==> src/rtl/data_mem_alt.sv <==
// Simple dual-port RAM with registered read data, one-cycle latency.
// A per-entry valid bitmap makes every location read as zero after reset until it is first written.
module data_mem_alt #(
    parameter int unsigned DATA_WIDTH = 16,
    parameter int unsigned ADDR_WIDTH = 3
) (
    input  logic                  clk,
    input  logic                  reset,
    input  logic                  wr_en,
    input  logic                  rd_en,
    input  logic [ADDR_WIDTH-1:0] wr_addr,
    input  logic [ADDR_WIDTH-1:0] rd_addr,
    input  logic [DATA_WIDTH-1:0] wr_data,
    output logic [DATA_WIDTH-1:0] rd_data
);

    localparam int unsigned DEPTH = 2 ** ADDR_WIDTH;

    logic [DATA_WIDTH-1:0] mem [DEPTH];
    logic [DEPTH-1:0]      valid;
    logic                  collide;
    logic [DATA_WIDTH-1:0] rd_next;

    // Array is deliberately not reset; the valid bitmap masks stale contents.
    always_ff @(posedge clk) begin
        if (!reset && wr_en) begin
            mem[wr_addr] <= wr_data;
        end
    end

    always_ff @(posedge clk or posedge reset) begin
        if (reset) begin
            valid <= '0;
        end else if (wr_en) begin
            valid[wr_addr] <= 1'b1;
        end
    end

    // Write-first on a same-address collision: forward the incoming word.
    always_comb begin
        collide = wr_en && (wr_addr == rd_addr);
        rd_next = '0;
        if (collide) begin
            rd_next = wr_data;
        end else if (valid[rd_addr]) begin
            rd_next = mem[rd_addr];
        end
    end

    always_ff @(posedge clk or posedge reset) begin
        if (reset) begin
            rd_data <= '0;
        end else if (rd_en) begin
            rd_data <= rd_next;
        end
    end

endmodule

==> config.mk <==
export PLATFORM = sky130hd
export DESIGN_NAME = data_mem_alt
export DESIGN_NICKNAME = d
export VERILOG_FILES = /design/src/rtl/data_mem_alt.sv
export SDC_FILE = /design/constraint.sdc
export NUM_CORES = 1
export LEC_CHECK = 0
export CELL_PAD_IN_SITES_DETAIL_PLACEMENT = 1
export CELL_PAD_IN_SITES_GLOBAL_PLACEMENT = 1
export CORE_MARGIN = 1
export CORE_UTILIZATION = 55
export DETAILED_ROUTE_END_ITERATION = 10
export PLACE_DENSITY_LB_ADDON = 0.1
export SYNTH_ARGS = -nofsm -noshare
export SYNTH_HDL_FRONTEND = slang
export SYNTH_SLANG_ARGS = --single-unit
export TNS_END_PERCENT = 1
==> constraint.sdc <==
create_clock -name clk -period 2.8 [get_ports clk]
set_clock_uncertainty 0.1 [all_clocks]
set_input_delay 0.42 -clock clk [delete_from_list [all_inputs] [get_ports clk]]
set_output_delay 0.42 -clock clk [all_outputs]
set_load 0.05 [all_outputs]
==> metrics, run 1 <==
DRT Pass-1 Iters 4; Reg clk slew, reported paths 60 ps; f_max 440 MHz; RD Place Congestion 0.744; I/O Pins 42; P&R area growth vs syn 21.6%; Mapped Nets 350; Mapped Area 6130 um^2; final hold violations 0; die area ~12000 um^2; Tightest Hold Check Type in -> async; chip height 108 um; Finish-stage setup viols 0; starting density of the core 56.5%; post-synth cell types 28; largest net degree at the start of global routing 36; post-route ant nets 0; crit-path max FO 2; Post-Route WL 13.6 mm; Setup WS pre-CTS 254 ps; RSZ-0062 raised after global routing false; Post-synth ARST share 15.8%; post-synthesis sequential area ratio 72.5%; Vias/cell 6.04; average wire per standard cell roughly 25 um; CTS Buf Count 17; Setup crit start kind register; worst reg2reg startpoint valid[0]; initial antenna violation count 0; overall power around 5.5 mW; antenna cell count 0; fin nets roughly 420; fin worst setup slack 529 ps; TNS Setup 0 ps; Max Slew Vio Count 0; worst skew pair latency 530 ps; CP Buf/Inv Count 1; worst path cell trace clkdlybuf4s50_1; detailed-placement wirelength estimate 7.83 mm; Post-route DRC 0; Setup CP Type reg -> out; Req. time, crit path 2280 ps; Worst path slowest cell clkdlybuf4s50_1; Max-Cap Viols 0; Synth Instances approximately 320; slew of the pin with the lowest slew margin ~520 ps; global route overflow 0; clk sinks between 150 and 200; input/output buffers 41; vias in the first global route 3485; Setup Buffers After CTS 0; site row count 38; final core occ 68.8%; Total Routing Usage GR 26.3%; first-pass GRT wire length 20.7 mm; crit path from rd_data[12]; 1st-iter DRT viols 163; Crit. End Element output pin; commonest register cell after synthesis edfxtp_1; layout cells sized above 1 a little under a third; status finished clean; peak supply drop approximately 460 uV; Final Critical Period 2270 ps; CTS tree done; cts repair resizes 0; core box area 10800 um^2; via count 3272; EDFF count, synth ~130; placed cell count between 500 and 600; Non-Filler Instances 542; synthesized area per cell around 19 um^2; Power Density 742 nW/um^2; Slew Limit Headroom 65.1%; leakage 2.53 nW; CP Data Arrival Time 1750 ps; htree depth 4; #FFs+latches synth 152; Worst path max stage delay 830 ps; number of hold buffers added after CTS 0; CTS Root Cell clkbuf_8; synthesis warning total 0; Max Root-Sink Buffers 2; top cell family by delay on the critical path buffers and inverters; die span in x 108 um; fin crit share 81.1%
-- kinds of logic (layout without fill, tap and decap cells) --
logic type,after synthesis,in the layout,synth area share (%)
xor+xnor,3,3,0.429
compound gates,26,26,4.72
mux,49,49,15.1
flops,152,152,72.5
simple gates,53,53,4.18
buf+inv,41,119,3.10
-- metal layers --
metal / share of wire [%] / up-vias / global-route usage, %
met5: 0 / - / 0
met4: 1.4 / 0 / 10.6
met3: 5.2 / 22 / 5.57
met2: 53 / 103 / 43.8
met1: 41 / 1725 / 34.0
li1: - / 1422 / -
-- sequential cells by signal, summed over array words and instances, names as in the netlist --
| signal | count |
|---|---|
| rd_data | 16 |
| mem | 128 |
| valid | 8 |
-- synthesized netlist by cell type, types with 2 or more instances --
cell type / instances / area, um^2
a31o_2: 4 / 35.0
a41o_1: 3 / 30.0
buf_1: 3 / 11.3
buf_2: 5 / 25.0
buf_4: 2 / 15.0
buf_6: 3 / 33.8
clkbuf_1: 9 / 33.8
dfrtp_1: 24 / 601
edfxtp_1: 128 / 3840
inv_1: 19 / 71.3
mux2_2: 16 / 180
mux4_2: 33 / 743
nand2_1: 17 / 63.8
nand3_1: 18 / 90.1
nor2_1: 7 / 26.3
nor2b_1: 4 / 25.0
nor4_1: 2 / 12.5
o221ai_1: 6 / 52.6
o221ai_2: 10 / 150
xnor2_1: 3 / 26.3
-- cell type report --
| cell class | instances | area [um^2] |
|---|---|---|
| well taps | 140 | 175 |
| inverters | 19 | 71.3 |
| fillers | 905 | 3380 |
| clock buffers | 23 | 457 |
| flip-flops and latches | 152 | 4440 |
| multi-input cells | 131 | 1520 |
| repair buffers | 68 | 641 |
| clock inverters | 9 | 151 |
-- through the flow --
step | area (um^2) | hold slack, ps
5_1_grt | 7460 | 174
4_1_cts | 7460 | 155
6_report | 7460 | 180
2_1_floorplan | 6140 | 320
3_3_place_gp | 6850 | 330
3_5_place_dp | 6850 | 345
-- layout by cell type, fill, tap and decap left out, drive strengths merged --
| cell | Yosys | final |
|---|---|---|
| clkdlybuf4s50 | 0 | 39 |
| nand3 | 18 | 18 |
| and4 | 1 | 1 |
| or3 | 1 | 1 |
| edfxtp | 128 | 128 |
| nor3b | 1 | 1 |
| o221ai | 16 | 16 |
| or4 | 1 | 1 |
| o21ai | 1 | 1 |
| buf | 13 | 29 |
| bufinv | 0 | 4 |
| nor2b | 4 | 4 |
| inv | 19 | 19 |
| nor4 | 2 | 2 |
| mux4 | 33 | 33 |
| mux2 | 16 | 16 |
| and2 | 1 | 1 |
| clkinvlp | 0 | 1 |
| clkinv | 0 | 4 |
| a41o | 3 | 3 |
| a31o | 4 | 4 |
| nor2 | 7 | 7 |
| nand2 | 17 | 17 |
| clkbuf | 9 | 23 |
| dfrtp | 24 | 24 |
| a2111oi | 1 | 1 |
| a21o | 1 | 1 |
| xnor2 | 3 | 3 |
-- where the power goes --
part / internal (mW) / switching (mW) / total, mW / leakage [nW]
clock: 1.49 / 0.851 / 2.34 / 0.296
combinational: 0.242 / 0.364 / 0.607 / 0.800
sequential: 2.54 / 0.0402 / 2.58 / 1.43
-- worst paths after layout --
| check | endpoint | slack, ps | cells after the start |
|---|---|---|---|
| max | rd_data[12] | 530 | 1 |
| max reg2reg | rd_data[1] | 940 | 5 |
| min | valid[5] | 180 | 2 |
| max in group asynchronous | rd_data[6] | 1900 | 3 |
| min reg2reg | valid[0] | 350 | 1 |
| min in group clk | rd_data[3] | 270 | 2 |
Power figures use the tool's default switching activity.
==> run 2, diff against run 1 <==
- CORE_UTILIZATION: 55 -> 51
- clock period: 2.8 -> 2.3 ns (I/O delays scaled with it)
==> run 2 against run 1 <==
Clock-buffer cell count is 4 lower. Flip-flop and latch count stayed put. Cell count increased by 1.5%. Worst hold slack better by 45 ps. Non-clock buffer count rose by 5. The flow now finishes with violations (design-rule violations). Via count about the same. Largest power group unchanged. Sequential share of layout area fell by 0.41 points. First-iteration DRC count up 45%. Critical endpoint unchanged. Combinational power is 23% higher.
==> metrics, run 2 (same netlist as run 1, synthesis figures left out) <==
commonest non-fill, non-tap cells in the layout edfxtp_1 (128), clkdlybuf4s50_1 (39), mux4_2 (33) (unchanged); final hold violations 0 (unchanged); Max-Cap Viols 0 (unchanged); average wire per standard cell 24.6 um (was 25.2 um); layout cells sized above 1 31.7% (was 30.6%); Setup Buffers After CTS 0 (unchanged); worst reg2reg startpoint valid[6] (was valid[0]); CP Buf/Inv Count 1 (unchanged); Finish-stage setup viols 0 (unchanged); CTS tree done (unchanged); via count 3270 (was 3272); antenna cell count 0 (unchanged); Crit. End Element output pin (unchanged); first-pass GRT wire length 21.3 mm (was 20.7 mm); I/O Pins 42 (unchanged); final core occ 64.9% (was 68.8%); status finished, violations left (was finished clean); chip height 112 um (was 108 um); post-route ant nets 0 (unchanged); top cell family by delay on the critical path buffers and inverters (unchanged); P&R area growth vs syn 22.5% (was 21.6%); fin crit share 91.7%; f_max 474 MHz; Comb pwr share 11.3% (was 11.0%); CTS Buf Count 17 (unchanged); crit-path max FO 2 (unchanged); peak supply drop 676 uV (was 461 uV); Clock power frac 41.2% (was 42.3%); worst path cell trace clkdlybuf4s50_1 (unchanged); failing checks design-rule violations; site row count 39 (was 38); overall power 6.62 mW (was 5.53 mW); Largest regs mem: 128 flops, rd_data: 16 flops, valid: 8 flops (unchanged); commonest non-fill, non-tap cell in the layout edfxtp_1 (unchanged); 1st-iter DRT viols 237 (was 163); global route overflow 0 (unchanged); Internal Power 5.01 mW (was 4.28 mW); CP Data Arrival Time 1660 ps (was 1750 ps); cell area after layout 7510 um^2 (was 7460 um^2); leakage 2.54 nW (was 2.53 nW); Power Density 882 nW/um^2 (was 742 nW/um^2); crit path from rd_data[12] (unchanged); DRT Pass-1 Iters 7 (was 4); Max Slew Vio Count 0 (unchanged); HP Start rd_en; Worst path max stage delay 830 ps (about the same); Final Critical Period 2110 ps; starting density of the core 53.0% (was 56.5%); htree depth 4 (unchanged); die span in x 112 um (was 108 um); detailed-placement wirelength estimate 8.35 mm (was 7.83 mm); Seq pwr share 47.5% (was 46.7%); largest net degree at the start of global routing 39 (was 36); Post-route DRC 7 (was 0); Total Routing Usage GR 24.2% (was 26.3%); area post-placement 6930 um^2 (was 6850 um^2); Slew Limit Headroom 65.3% (was 65.1%); die area 12500 um^2 (was 11600 um^2); RD Place Congestion 0.735 (was 0.744); hold_ws 226 ps (was 180 ps); worst skew pair latency 430 ps (was 530 ps); Req. time, crit path 1860 ps (was 2280 ps); Psw 1.62 mW (was 1.26 mW); clk sinks 152 (unchanged); Max Root-Sink Buffers 2 (unchanged); core box area 11600 um^2 (was 10800 um^2); Reg clk slew, reported paths 60 ps (about the same); Vias/cell 5.95 (was 6.04); RSZ-0062 raised after global routing false (unchanged); fin nets 420 (was 415); cts repair resizes 0 (unchanged); input/output buffers 41 (unchanged); initial antenna violation count 0 (unchanged); slew of the pin with the lowest slew margin 519 ps (was 522 ps); max reg flops 128 (unchanged); number of hold buffers added after CTS 0 (unchanged); Biggest register mem (unchanged); sw frac 24.4% (was 22.7%); Worst path slowest cell clkdlybuf4s50_1 (unchanged); Setup CP Type reg -> out (unchanged); CTS Root Cell clkbuf_16 (was clkbuf_8); Post-Route WL 13.5 mm (was 13.6 mm); Setup crit start kind register (unchanged); vias in the first global route 3694 (was 3485); Tightest Hold Check Type in -> reg (was in -> async)
run 2: cell types whose count changed in the layout (fill, tap and decap cells not counted), sizes merged:
cell,delta
clkinv,+2
buf,+5
clkinvlp,+1
inv,+3
clkbuf,-4
bufinv,-2
run 2: path summary, 6_finish.rpt:
path	slack, ps	endpoint	cells after the start
hold reg to reg	370	valid[5]	1
max in group asynchronous	1530	rd_data[8]	3
min in group asynchronous	370	valid[2]	3
hold / removal	230	rd_data[10]	2
setup / recovery	190	rd_data[12]	1
setup reg to reg	450	rd_data[14]	5
run 2: cell type report:
class / instances / area [um^2]
inverter: 19 / 71.3
tap: 143 / 179
sequential: 152 / 4440
clock inverter: 13 / 148
timing repair buffer: 73 / 716
multi-input combinational: 131 / 1520
fill: 992 / 4060
clock buffer: 19 / 433
run 2: power groups by stage:
stage / clock (mW) / combinational (mW) / sequential [mW]
6_report: 2.73 / 0.746 / 3.15
5_1_grt: 2.87 / 0.793 / 3.16
4_1_cts: 2.78 / 0.755 / 3.15
3_5_place_dp: 0 / 0.748 / 3.21
3_3_place_gp: 0 / 0.730 / 3.20
2_1_floorplan: 0 / 0.286 / 3.36
run 2: metrics by stage:
step           setup TNS [ps]  std cells  setup slack, ps
5_1_grt                     0        550              156
3_5_place_dp             -632        518            -92.0
2_1_floorplan           -7070        324             -442
4_1_cts                     0        550              179
3_3_place_gp           -0.246        518           -0.246
6_report                    0        550              190
run 2: layer usage:
| metal | part of all wire, % | global-route usage (%) |
|---|---|---|
| met5 | 0 | 0 |
| met4 | 2.3 | 11.0 |
| met3 | 3.2 | 5.61 |
| met2 | 52 | 40.1 |
| met1 | 42 | 30.5 |
